<file path="src/rtl/top.sv">
// -----------------------------------------------------------------------------
// top - FPGA2i-MAX chargen demo
//
// A character generator (RFC 864 style rotating printable lines) feeds a
// small synchronous FIFO.  An 8N1 UART transmitter drains the FIFO.  A
// free-running counter blinks a heartbeat LED, and two more LEDs show status.
// Everything runs on the rising edge of clk.
//
// Ports:
//   clk      in   system clock
//   n_rst    in   asynchronous active-low reset
//   dip      in   [2:0] DIP switches, reserved, ignored
//   uart_rx  in   UART receive, reserved, ignored
//   uart_tx  out  UART transmit, 8N1, LSB first, idles high
//   led      out  [2:0] led[0] heartbeat, led[1] FIFO full, led[2] TX busy
// -----------------------------------------------------------------------------
module top #(
  parameter int FIFO_DEPTH     = 16,
  parameter int UART_CDIV      = 434,
  parameter int BLINK_INTERVAL = 25000000
) (
  input  logic       clk,
  input  logic       n_rst,
  input  logic [2:0] dip,
  input  logic       uart_rx,
  output logic       uart_tx,
  output logic [2:0] led
);

  localparam int AW = $clog2(FIFO_DEPTH);
  localparam int CW = $clog2(FIFO_DEPTH + 1);
  localparam int DW = $clog2(UART_CDIV);
  localparam int BW = $clog2(BLINK_INTERVAL + 1);

  localparam logic [CW-1:0] DEPTH_C    = CW'(FIFO_DEPTH);
  localparam logic [DW-1:0] CDIV_LAST  = DW'(UART_CDIV - 1);
  localparam logic [BW-1:0] BLINK_LAST = BW'(BLINK_INTERVAL - 1);

  // Reserved inputs are folded into a sink that drives nothing.
  logic unused_inputs;
  assign unused_inputs = ^{dip, uart_rx};

  function automatic logic [7:0] next_printable(input logic [7:0] c);
    return (c == 8'h7E) ? 8'h20 : c + 8'h01;
  endfunction

  // ---------------------------------------------------------------------------
  // Character generator
  // ---------------------------------------------------------------------------
  logic [7:0] gen_ch_q;       // next printable character of the current line
  logic [7:0] gen_line_ch_q;  // first character of the current line
  logic [6:0] gen_col_q;      // 0..71 printable, 72 CR, 73 LF
  logic [7:0] gen_byte;

  logic            fifo_wr;
  logic            fifo_rd;
  logic [CW-1:0]   fifo_count_q;
  logic [CW-1:0]   fifo_count_d;
  logic [AW-1:0]   fifo_wr_ptr_q;
  logic [AW-1:0]   fifo_rd_ptr_q;
  logic [7:0]      fifo_mem [FIFO_DEPTH];
  logic [7:0]      fifo_rd_data;
  logic            fifo_empty;
  logic            fifo_full;

  always_comb begin
    gen_byte = gen_ch_q;
    if (gen_col_q == 7'd72)      gen_byte = 8'h0D;
    else if (gen_col_q == 7'd73) gen_byte = 8'h0A;
  end

  always_ff @(posedge clk or negedge n_rst) begin
    if (!n_rst) begin
      gen_ch_q      <= 8'h20;
      gen_line_ch_q <= 8'h20;
      gen_col_q     <= 7'd0;
    end else if (fifo_wr) begin
      if (gen_col_q == 7'd73) begin
        gen_col_q     <= 7'd0;
        gen_line_ch_q <= next_printable(gen_line_ch_q);
        gen_ch_q      <= next_printable(gen_line_ch_q);
      end else begin
        gen_col_q <= gen_col_q + 7'd1;
        // The character register is left alone across CR/LF; it is
        // reloaded from the line start when the line ends.
        if (gen_col_q < 7'd71) gen_ch_q <= next_printable(gen_ch_q);
      end
    end
  end

  // ---------------------------------------------------------------------------
  // FIFO
  // ---------------------------------------------------------------------------
  assign fifo_empty   = (fifo_count_q == '0);
  assign fifo_full    = (fifo_count_q == DEPTH_C);
  assign fifo_rd_data = fifo_mem[fifo_rd_ptr_q];

  // A pop in the same clock frees the slot the generator writes into, so a
  // full FIFO stays full in steady state instead of dipping for one clock
  // per frame; a write into a full FIFO with no pop is dropped.
  assign fifo_wr = !fifo_full || fifo_rd;

  always_comb begin
    fifo_count_d = fifo_count_q;
    case ({fifo_wr, fifo_rd})
      2'b10:   fifo_count_d = fifo_count_q + CW'(1);
      2'b01:   fifo_count_d = fifo_count_q - CW'(1);
      default: fifo_count_d = fifo_count_q;
    endcase
  end

  always_ff @(posedge clk or negedge n_rst) begin
    if (!n_rst) begin
      fifo_wr_ptr_q <= '0;
      fifo_rd_ptr_q <= '0;
      fifo_count_q  <= '0;
    end else begin
      if (fifo_wr) fifo_wr_ptr_q <= fifo_wr_ptr_q + AW'(1);
      if (fifo_rd) fifo_rd_ptr_q <= fifo_rd_ptr_q + AW'(1);
      fifo_count_q <= fifo_count_d;
    end
  end

  always_ff @(posedge clk) begin
    if (fifo_wr) fifo_mem[fifo_wr_ptr_q] <= gen_byte;
  end

  // ---------------------------------------------------------------------------
  // UART transmitter
  // ---------------------------------------------------------------------------
  typedef enum logic [1:0] {
    TX_IDLE  = 2'd0,
    TX_START = 2'd1,
    TX_DATA  = 2'd2,
    TX_STOP  = 2'd3
  } tx_state_t;

  tx_state_t     tx_state_q;
  tx_state_t     tx_state_d;
  logic [DW-1:0] tx_cdiv_q;
  logic [2:0]    tx_bit_idx_q;
  logic [7:0]    tx_byte_q;
  logic          tx_bit_end;
  logic          tx_pop;
  logic          tx_line;
  logic          uart_tx_q;

  assign tx_bit_end = (tx_cdiv_q == CDIV_LAST);
  assign fifo_rd    = tx_pop;

  always_comb begin
    tx_state_d = tx_state_q;
    tx_pop     = 1'b0;
    tx_line    = 1'b1;
    case (tx_state_q)
      TX_IDLE: begin
        if (!fifo_empty) begin
          tx_pop     = 1'b1;
          tx_state_d = TX_START;
        end
      end
      TX_START: begin
        tx_line = 1'b0;
        if (tx_bit_end) tx_state_d = TX_DATA;
      end
      TX_DATA: begin
        tx_line = tx_byte_q[tx_bit_idx_q];
        if (tx_bit_end && (tx_bit_idx_q == 3'd7)) tx_state_d = TX_STOP;
      end
      TX_STOP: begin
        if (tx_bit_end) begin
          // Popping here keeps frames back to back with no idle clock.
          if (!fifo_empty) begin
            tx_pop     = 1'b1;
            tx_state_d = TX_START;
          end else begin
            tx_state_d = TX_IDLE;
          end
        end
      end
      default: tx_state_d = TX_IDLE;
    endcase
  end

  always_ff @(posedge clk or negedge n_rst) begin
    if (!n_rst) begin
      tx_state_q   <= TX_IDLE;
      tx_cdiv_q    <= '0;
      tx_bit_idx_q <= 3'd0;
      uart_tx_q    <= 1'b1;
    end else begin
      tx_state_q <= tx_state_d;
      if ((tx_state_q == TX_IDLE) || tx_bit_end) tx_cdiv_q <= '0;
      else                                       tx_cdiv_q <= tx_cdiv_q + DW'(1);
      if ((tx_state_q == TX_DATA) && tx_bit_end) tx_bit_idx_q <= tx_bit_idx_q + 3'd1;
      // The line register trails the state by one clock, so every bit,
      // the start bit included, is held for exactly UART_CDIV clocks.
      uart_tx_q <= tx_line;
    end
  end

  always_ff @(posedge clk) begin
    if (tx_pop) tx_byte_q <= fifo_rd_data;
  end

  // ---------------------------------------------------------------------------
  // Heartbeat and status LEDs
  // ---------------------------------------------------------------------------
  logic [BW-1:0] blink_cnt_q;
  logic [2:0]    led_q;

  always_ff @(posedge clk or negedge n_rst) begin
    if (!n_rst) begin
      blink_cnt_q <= '0;
      led_q       <= 3'b000;
    end else begin
      if (blink_cnt_q == BLINK_LAST) begin
        blink_cnt_q <= '0;
        led_q[0]    <= ~led_q[0];
      end else begin
        blink_cnt_q <= blink_cnt_q + BW'(1);
      end
      // Full flag follows the occupancy this edge produces.
      led_q[1] <= (fifo_count_d == DEPTH_C);
      led_q[2] <= (tx_state_q != TX_IDLE);
    end
  end

  assign uart_tx = uart_tx_q;
  assign led     = led_q;

endmodule

</file>
<file path="config.mk">
export PLATFORM = sky130hd
export DESIGN_NAME = top
export DESIGN_NICKNAME = d
export VERILOG_FILES = /design/src/rtl/top.sv
export SDC_FILE = /design/constraint.sdc
export NUM_CORES = 1
export LEC_CHECK = 0
export ABC_AREA = 0
export CORE_AREA = 2 2 182 184
export DETAILED_ROUTE_END_ITERATION = 10
export DIE_AREA = 0 0 184 186
export SETUP_SLACK_MARGIN = 0.5
export SYNTH_ARGS = -nofsm -noshare
export SYNTH_HDL_FRONTEND = slang
export SYNTH_SLANG_ARGS = --single-unit
</file>
<file path="constraint.sdc">
create_clock -name clk -period 3.3 [get_ports clk]
set_input_delay 0.33 -clock clk [delete_from_list [all_inputs] [get_ports clk]]
set_output_delay 0.33 -clock clk [all_outputs]
set_load 0.01 [all_outputs]
</file>
==> metrics <==
Worst-Margin Slew=~1100 ps; setup bufs post-CTS=0; # DRC=0; hold slack=-2.024 ps; FF+latch count, synth=215; Top delay family on crit path=simple AND/OR/NAND/NOR gates; port buffer count=5; antenna cells=0; GR met2 Demand/Resource=18.51%; drt via density=about 5; total global-route track usage=11.23%; mean post-synth cell area=14.74 um2; grt peak-use layer=met2; slowest stage cell, crit path=or3_1; Core Util, Final=between 30% and 40%; clk root buf=clkbuf_16; first-pass GRT wire length=30.23 mm; layout cell share with drive strength beyond 1=18.33%; CP required=3700 ps; DR WL/cell=16.74 um; clk slew on worst S/H paths=70 ps; DPL Wire Length=11.73 mm; Synth Flop Type=edfxtp_1; met3 GRT Util=under 10%; CTS sink count=between 200 and 250; Die Y-Extent=186 um; Via Count=5416; Detail Route Antenna Nets=0; vias in the first global route=5514; Syn Inst Count=649; clock tree buffer depth=3; Max Freq=389.3 MHz; Final setup viols=0; Lkg Pwr=about 4 nW; DIE AREA=34220 um2; Max Cap Viol=0; outcome=finished with violations; RePlAce Congestion=~0.74; post-cts sizing count=0; synthesis-to-finish area growth=15.03%; Pwr Density=between 700 and 800 nW/um2; FF-to-FF End=gen_ch_q[1]; Hold Path Class=in2async; site row count=66; drt pass-1 iters=4; Post-synth EDFFs=136; grt met1 use=approximately 16%; final hold violation count=1; VDD IR max=between 0.3 and 0.4 mV; Yosys cell types=between 50 and 60; Nets=708; Worst Setup Start Kind=flop; hold buffers post-CTS=0; H-tree depth=1; Max FO, Critical Path=17; Slew HR=between 20 and 30%; min cycle time layout=2569 ps; count of final max-slew check failures=0; critical path arrival=2970 ps; # fillers=3080; CP max stage delay=430 ps; initial core utilization=29.70%; unrepaired setup endpoints after global routing=false; worst-case reg-to-reg path depth=8; clock skew=19.00 ps; WL final=18.43 mm; initial antenna violation count=0; Final period util=77.84%; First DRT Iteration DRCs=353; CTS buffer count=23; largest net degree at the start of global routing=80; CTS tree=yes; crit-path cells=inv_1, ha_1, nor4b_2, or3_1, o21ai_2, buf_4, o21ai_1, mux2_2; die width=184 um; Crit path buffers/inverters=2; failing checks=hold timing; reg-to-reg setup timing slack=730 ps; worst flop-to-flop path startpoint=fifo_count_q[0]; synth warn=0; post-synthesis sequential area ratio=between 60 and 70%; Crit. End Element=flop; mapped cell area=9567 um2; global route overflow=0; IO Pins=10; Worst-Skew Late Latency=520 ps; Fin Setup TNS=0 ps; CP Class=reg2reg; post-synthesis async set-or-reset flop share=between 30% and 40%; area of the core=32210 um2
## cell usage in the layout, fill, tap and decap left out, types with 3 or more instances in the layout
master / n
edfxtp_1: 136
dfrtp_1: 75
mux4_2: 42
nor2_1: 39
nand2_1: 35
o21ai_0: 30
nand3_1: 27
ha_1: 26
clkbuf_16: 23
xnor2_1: 21
inv_1: 19
xor2_1: 16
buf_4: 16
and2_1: 13
nand4_1: 12
mux2_2: 11
o31ai_1: 11
a21oi_1: 10
and3_1: 9
nor3_1: 9
nor2b_1: 8
a31oi_1: 6
or3_1: 6
mux2i_1: 5
nor4b_2: 5
nor3b_1: 5
nor4_1: 5
clkinv_2: 5
o22ai_1: 4
o32a_1: 4
and4_1: 4
clkbuf_1: 4
bufinv_16: 4
clkdlybuf4s50_1: 4
a22o_1: 3
clkinvlp_4: 3
dfstp_2: 3
## report_power, final
part           internal [mW]  switching [mW]  leakage, nW  total, mW
logic                  0.530           0.831         1.36       1.36
clock network           1.62            1.09        0.385       2.71
registers               3.56           0.304         2.26       3.87
total                   5.71            2.22         4.00       7.93
## layer usage
layer / vias to the layer above / part of all wire (%)
met5: - / 0
met4: 0 / 1.7
met3: 22 / 3.3
met2: 64 / 48
met1: 2780 / 47
li1: 2550 / -
## logic make-up after synthesis
| logic type | share of synthesized area [%] |
|---|---|
| mux | 11.71 |
| xor+xnor | 3.387 |
| buf+inv | 1.635 |
| flops | 63.39 |
| compound gates | 5.101 |
| other cells | 0.03920 |
| simple gates | 11.34 |
| fa+ha+maj | 3.400 |
## metrics by stage
stage | worst slack, ps | area [um2] | std cells | hold slack, ps | power (mW)
after global placement | 723.0 | 10210 | 1059 | 445.4 | 5.246
after floorplan | 547.9 | 9570 | 650 | 34.41 | 4.750
final | 731.2 | 11000 | 1101 | -2.024 | 7.933
after CTS | 690.5 | 11000 | 1101 | 39.89 | 8.025
after detailed placement | 696.6 | 10210 | 1059 | 454.1 | 5.296
after global routing | 526.2 | 11000 | 1101 | 77.19 | 8.344
## layout make-up
| type | count | area (um2) | share of cell area, % |
|---|---|---|---|
| Sequential cell | 215 | 6066 | 55.12 |
| Multi-Input combinational cell | 396 | 3378 | 30.70 |
| Clock buffer | 27 | 590.6 | 5.367 |
| Tap cell | 408 | 510.5 | 4.639 |
| Clock inverter | 15 | 207.7 | 1.887 |
| Timing Repair Buffer | 21 | 180.2 | 1.637 |
| Inverter | 19 | 71.32 | 0.6481 |
## sequential cells by signal (all words and copies together) (netlist names)
name and count:
blink_cnt_q 25, tx_state_q 2, tx_bit_idx_q 3, fifo_rd_ptr_q 4, gen_ch_q 8, gen_col_q 7
uart_tx 1, tx_byte_q 8, tx_cdiv_q 9, fifo_count_q 5, gen_line_ch_q 8, led 3
fifo_mem 128, fifo_wr_ptr_q 4
## worst reg2reg max path, delay by kind of cell, from the launching register on
kind	cells	cell delay, ps
AO/OA/AOI/OAI	2	490
AND/OR/NAND/NOR	2	610
adder cells (fa/ha/maj)	1	210
multiplexers	1	350
flip-flops	1	400
buffers and inverters	2	380
## synth_stat cells (all sizes together), types with 2 or more instances
cell	number	share of area (%)
edfxtp	136	43
dfrtp	76	20
mux4	42	9.9
nor2	40	1.6
nand2	35	1.4
o21ai	33	1.8
nand3	27	1.4
ha	26	3.4
xnor2	21	1.9
inv	19	0.75
xor2	16	1.5
and2	14	0.93
nand4	13	0.92
clkbuf	12	0.47
a21oi	11	0.58
mux2	11	1.3
o31ai	11	0.86
and3	9	0.59
nor3	9	0.47
buf	8	0.42
nor2b	8	0.52
or3	7	0.51
a31oi	6	0.39
and4	6	0.59
nor4b	6	0.61
mux2i	5	0.52
nor3b	5	0.39
nor4	5	0.33
o22ai	4	0.26
o32a	4	0.42
a22o	3	0.27
dfstp	3	0.82
or4	3	0.25
a21o	2	0.16
and4b	2	0.21
nor4bb	2	0.21
## how the worst max path moves through the flow
stage	from	end	slack, ps	cells past startpoint
finish	fifo_count_q[0]	gen_ch_q[1]	730	8
global route	fifo_count_q[0]	gen_ch_q[1]	530	8
CTS	fifo_count_q[0]	fifo_mem[13][6]	690	7
detailed placement	fifo_count_q[0]	fifo_mem[12][1]	700	7
global placement	fifo_count_q[0]	fifo_mem[13][6]	720	7
floorplan	tx_cdiv_q[1]	fifo_mem[0][0]	550	7
No activity file was read; power rests on OpenSTA's default activity.
